### src/rtl/cracker_multi.sv
// Multi-lane key-search dispatcher: latches one ciphertext block, splits a key range
// into 2^CHUNK_LOG2-key jobs, farms them out to NUM_ENG engines and reports the first hit.
`timescale 1ns/1ps
module cracker_multi #(
  parameter int NUM_ENG    = 4,
  parameter int KEY_W      = 128,
  parameter int DATA_W     = 64,
  parameter int CHUNK_LOG2 = 16
) (
  input  logic                     clk,
  input  logic                     rst,
  input  logic                     start,
  input  logic [KEY_W-1:0]         base_key,
  input  logic [31:0]              num_jobs,
  input  logic [DATA_W-1:0]        data_in,
  input  logic                     data_valid,
  output logic                     busy,
  output logic                     rdy,
  output logic                     found,
  output logic [KEY_W-1:0]         result,
  output logic [31:0]              jobs_done,
  output logic [NUM_ENG-1:0]       eng_start,
  output logic [NUM_ENG-1:0]       eng_abort,
  output logic [NUM_ENG*KEY_W-1:0] eng_key_base,
  output logic [DATA_W-1:0]        eng_data,
  input  logic [NUM_ENG-1:0]       eng_rdy,
  input  logic [NUM_ENG-1:0]       eng_hit,
  input  logic [NUM_ENG*KEY_W-1:0] eng_key,
  output logic [1:0]               state_dbg
);

  typedef enum logic [1:0] {IDLE = 2'd0, WAIT_DATA = 2'd1, RUN = 2'd2, DONE = 2'd3} state_t;

  state_t             state;
  logic [NUM_ENG-1:0] lane_busy;
  logic [31:0]        next_job;
  logic [31:0]        num_jobs_q;
  logic [KEY_W-1:0]   base_q;

  logic [NUM_ENG-1:0] done_v, hit_v, disp_oh;
  logic [KEY_W-1:0]   win_key, job_base;
  logic               any_hit, got_win, got_idle, jobs_left, disp_en;
  logic [31:0]        done_cnt;
  logic [32:0]        jobs_sum;

  // Lane handshake: eng_start is a one-cycle request that marks the lane busy; the lane
  // answers with a one-cycle eng_rdy (eng_hit/eng_key qualify it), honoured only while busy.
  always_comb begin
    done_v   = eng_rdy & lane_busy;
    hit_v    = done_v & eng_hit;
    any_hit  = |hit_v;
    got_win  = 1'b0;
    got_idle = 1'b0;
    win_key  = '0;
    disp_oh  = '0;
    done_cnt = '0;
    for (int i = 0; i < NUM_ENG; i++) begin
      if (hit_v[i] && !got_win) begin
        got_win = 1'b1;
        win_key = eng_key[i*KEY_W +: KEY_W];
      end
      if (!lane_busy[i] && !got_idle) begin
        got_idle   = 1'b1;
        disp_oh[i] = 1'b1;
      end
      done_cnt = done_cnt + {31'd0, done_v[i]};
    end
    jobs_left = next_job < num_jobs_q;
    disp_en   = (state == RUN) && !any_hit && jobs_left && got_idle;
    job_base  = base_q + (KEY_W'(next_job) << CHUNK_LOG2);
    jobs_sum  = {1'b0, jobs_done} + {1'b0, done_cnt};
  end

  assign state_dbg = state;

  always_ff @(posedge clk or negedge rst) begin
    if (!rst) begin
      state        <= IDLE;
      lane_busy    <= '0;
      next_job     <= '0;
      num_jobs_q   <= '0;
      base_q       <= '0;
      busy         <= 1'b0;
      rdy          <= 1'b0;
      found        <= 1'b0;
      result       <= '0;
      jobs_done    <= '0;
      eng_start    <= '0;
      eng_abort    <= '0;
      eng_key_base <= '0;
      eng_data     <= '0;
    end else begin
      eng_start <= '0;
      eng_abort <= '0;
      case (state)
        IDLE, DONE: begin
          if (start) begin
            base_q     <= base_key;
            num_jobs_q <= num_jobs;
            next_job   <= '0;
            rdy        <= 1'b0;
            found      <= 1'b0;
            result     <= '0;
            jobs_done  <= '0;
            busy       <= 1'b1;
            state      <= WAIT_DATA;
          end
        end
        WAIT_DATA: begin
          if (data_valid) begin
            eng_data <= data_in;
            if (num_jobs_q == '0) begin
              busy  <= 1'b0;
              rdy   <= 1'b1;
              state <= DONE;
            end else begin
              state <= RUN;
            end
          end
        end
        RUN: begin
          jobs_done <= jobs_sum[32] ? '1 : jobs_sum[31:0];
          if (any_hit) begin
            // Lanes reporting this cycle are already finished, so only the others are aborted.
            result    <= win_key;
            found     <= 1'b1;
            rdy       <= 1'b1;
            busy      <= 1'b0;
            eng_abort <= lane_busy & ~done_v;
            lane_busy <= '0;
            state     <= DONE;
          end else if (!jobs_left && lane_busy == '0) begin
            rdy   <= 1'b1;
            busy  <= 1'b0;
            state <= DONE;
          end else begin
            lane_busy <= (lane_busy & ~done_v) | (disp_en ? disp_oh : '0);
            if (disp_en) begin
              eng_start <= disp_oh;
              next_job  <= next_job + 32'd1;
              for (int i = 0; i < NUM_ENG; i++) begin
                if (disp_oh[i]) eng_key_base[i*KEY_W +: KEY_W] <= job_base;
              end
            end
          end
        end
        default: state <= IDLE;
      endcase
    end
  end

endmodule

### config.mk
export PLATFORM = sky130hd
export DESIGN_NAME = cracker_multi
export DESIGN_NICKNAME = d
export VERILOG_FILES = /design/src/rtl/cracker_multi.sv
export SDC_FILE = /design/constraint.sdc
export NUM_CORES = 2
export LEC_CHECK = 0
export CORE_AREA = 2 2 575 577
export CTS_CLUSTER_DIAMETER = 50
export DETAILED_ROUTE_END_ITERATION = 16
export DIE_AREA = 0 0 577 579
export SETUP_SLACK_MARGIN = 0.05
export SKIP_LAST_GASP = 1
export SLEW_MARGIN = 5
export SYNTH_ARGS = -nofsm -noshare
export SYNTH_HDL_FRONTEND = slang
export SYNTH_SLANG_ARGS = --single-unit
export TNS_END_PERCENT = 100
### constraint.sdc
create_clock -name clk -period 4.4 [get_ports clk]
set_clock_uncertainty 0.15 [all_clocks]
set_input_delay 0.66 -clock clk [delete_from_list [all_inputs] [get_ports clk]]
set_output_delay 0.66 -clock clk [all_outputs]
set_load 0.005 [all_outputs]
==> summary.md <==
| Metric | Value |
|---|---|
| Status | `completed` |
| Routability cong. | `0.900` |
| Avg Inst Size Synth | `9.92 sq um` |
| F_max | `about 250 MHz` |
| Setup crit start kind | `flip-flop` |
| Worst Path Arrival | `4.46 ns` |
| HP Class | `input port to flip-flop` |
| Peak VDD IR | `511 uV` |
| Drt drc | `0` |
| Combinational power share | `between 40% and 50%` |
| Post-cts sizing count | `0` |
| MaxCap Viol Count | `0` |
| Area Overhead vs Synth | `62.1%` |
| Post-Syn Area | `43,500 sq um` |
| CTS max path bufs | `4` |
| Synthesized net count | `5,201` |
| Post-synthesis cell count | `4,382` |
| Drt wl/cell | `28.5 microns` |
| Initial antenna violation count | `153` |
| R2r setup slk | `~0.44 ns` |
| Pleak | `28.6 nW` |
| Root buf cell | `clkbuf_16` |
| NumNets Final | `approximately 6,800` |
| Crit path required time | `4.90 ns` |
| Setup TNS | `0 ns` |
| Final min period | `3.96 ns` |
| NetSw | `0.0181 W` |
| Die H | `579 microns` |
| Site Rows | `211` |
| Crit path launch | `next_job[1]` |
| Drt pass-1 iters | `5` |
| Max-slew headroom | `21.0%` |
| Sequential share of the synthesized area | `approximately 54%` |
| Fin. max-slew vios | `0` |
| I/O pin count | `1,497` |
| Synth top area share | `54.4%` |
| Number of buffers created by CTS | `approximately 160` |
| # clock sinks | `945` |
| Clock network fraction of design power | `27.4%` |
| Slew @ Worst Pin | `between 1 and 1.5 ns` |
| Internal cell power | `0.0286 W` |
| RSZ-0062 raised after global routing | `no` |
| Core Region | `329,000 sq um` |
| Die X | `577 microns` |
| CP Max Fanout | `20` |
| Vias/cell | `3.97` |
| Worst-path clk slew | `about 0.06 ns` |
| CTS H-tree lvls | `4` |
| Worst hold stages | `2` |
| Power Dens Cells | `663 nW/um^2` |
| Hold path endpoint | `base_q[113]` |
| Total GRT Usage | `approximately 17%` |
| Final worst-path cycle share | `90.1%` |
| Starting Density | `around an eighth` |
| Finished Core Util | `21.4%` |
| First-pass GRT wire length | `384,000 microns` |
| Vias in the first global route | `39,900` |
| Post-synth EDFFs | `0` |
| Hold Crit Start | `base_key[113]` |
| Largest net degree at the start of global routing | `between 100 and 150` |
| CTS Hold Bufs | `1` |
| Register area | `23,600 sq um` |
| DP HPWL | `250,000 microns` |
| GRT Residual Overflow | `0` |
| Reg2Reg Depth | `10` |
| Synth area leader | `dfrtp_1` |
| Fillers | `roughly 36,000` |
| WL final | `300,000 microns` |
| Layout cells sized above 1 | `13.2%` |
| Reg-to-Reg Start | `next_job[1]` |
| Full die area | `334,000 sq um` |
| CTS tree | `done` |
| Dominant synthesized flop cell | `dfrtp_1` |
| Final setup viols | `0` |
| Synth top area cells | `dfrtp_1, nand2_1, mux2_2` |
| Iter 0 DRT Violations | `approximately 3,300` |
| Switch share | `between 30% and 40%` |
| Number of synthesized register bits | `945` |
| Count of final hold-check violations | `0` |
| Post-CTS Setup Inserts | `0` |
| Placed inst area | `64,900 sq um` |
| FF-to-FF End | `eng_key_base[443]` |
| Final ANT Viol Nets | `0` |
| Critical path class | `flip-flop to flip-flop` |
| Post-route cell area | `between 70,000 and 80,000 sq um` |
| Async SR Flop Fraction | `100%` |
| Final hold slack | `0.262 ns` |
| Distinct cells, synth | `78` |
| CP endpoint kind | `flip-flop` |
| Port bufs | `~1,500` |
| Synth Warn # | `0` |
| Worst skew pair latency | `0.86 ns` |
| DR vias | `41,700` |
| Sequential share of power | `31.2%` |
| Area of the multi-input gates | `18,600 sq um` |
power by group through the flow:
| stage | Clock (W) | Sequential (W) | Combinational, W |
|---|---|---|---|
| CTS | 0.0131 | 0.0145 | 0.0199 |
| global route | 0.0134 | 0.0149 | 0.0208 |
| global placement | 0 | 0.0146 | 0.0197 |
| floorplan | 0 | 0.0141 | 0.00706 |
| finish | 0.0128 | 0.0145 | 0.0193 |
| detailed placement | 0 | 0.0147 | 0.0198 |
cells by family (layout without fill, tap and decap cells):
group	Yosys count	after routing	share of synthesized area, %
compound gates	1077	1077	15.8
xor+xnor	106	106	2.14
fa+ha+maj	71	71	2.11
buf+inv	372	2062	3.38
flops	945	945	54.4
mux	291	291	7.50
other cells	0	70	0
simple gates	1520	1520	14.6
routing by layer:
layer	track usage [%]	wire length, microns	vias to the layer above
met2	31.1	156000	2012
met5	0.993	676	-
met3	5.02	22300	520
met4	9.50	17500	38
li1	-	-	18700
met1	17.6	103000	20400
worst max path at each step:
| stage | to | slack, ns | cells after the start |
|---|---|---|---|
| finish | eng_key_base[443] | 0.44 | 10 |
| global route | eng_key_base[443] | 0.25 | 10 |
| CTS | eng_key_base[443] | 0.46 | 10 |
| detailed placement | jobs_done[19] | 0.02 | 16 |
| global placement | jobs_done[0] | 0.02 | 16 |
| floorplan | jobs_done[21] | 0.50 | 15 |
state kept, by name (all words and copies together), names as in the netlist:
name          count
base_q          128
busy              1
eng_abort         4
eng_data         64
eng_key_base    512
eng_start         4
found             1
jobs_done        32
lane_busy         4
next_job         32
num_jobs_q       32
rdy               1
result          128
state_dbg         2
synth_stat cells, drive strengths merged, types with 72 or more instances:
master,n
clkbuf,242
nand2,1021
nor2,215
xnor2,92
o21ai,555
dfrtp,945
nand3,72
inv,82
mux2,279
a221oi,130
a21oi,82
a22oi,128
cell type report:
cell class | count | share of cell area, %
Tap cell | 4366 | 7.75
Clock inverter | 84 | 1.48
Clock buffer | 196 | 6.11
Multi-Input combinational cell | 3065 | 26.5
Antenna cell | 70 | 0.249
Timing Repair Buffer | 1700 | 23.9
Sequential cell | 945 | 33.6
Inverter | 82 | 0.442
per-stage QoR:
step	instances	total power, W	setup WS (ns)
finish	10500	0.0467	0.436
detailed placement	10200	0.0345	0.0246
CTS	10400	0.0476	0.462
global placement	10200	0.0342	0.0208
global route	10500	0.0492	0.247
floorplan	4382	0.0212	0.500
worst max-delay path, cell delays in order (launching register included):
cell,delay (ns)
dfrtp_1,0.51
ha_1,0.37
a211oi_1,0.23
o21bai_1,0.21
a21bo_2,0.29
a31o_2,0.29
o2111ai_4,0.24
buf_12,0.21
a211oi_1,0.13
xnor2_1,0.89
o21ai_0,0.18
cell usage in the layout, fill, tap and decap left out, types with 13 or more instances in the layout:
cell and count:
ha_1 67, nor4_1 28, a21oi_1 81, clkinv_4 13, o21ai_0 514, inv_6 19
clkdlybuf4s50_1 1495, xnor2_1 85, clkbuf_8 21, nor3_1 37, buf_12 28, buf_4 175
and3_1 28, a21o_1 17, a22o_1 18, clkinvlp_4 13, a211oi_1 20, a221oi_1 130
inv_1 78, clkinv_2 16, clkbuf_16 158, o21ai_1 39, a31oi_1 16, nand3_1 68
a22oi_1 128, nand2_1 1015, mux2_2 270, dfrtp_1 945, clkbuf_1 17, diode_2 70
nor2_1 213, nand4_1 49, o31ai_1 18
(Power assumes the default switching activity.)
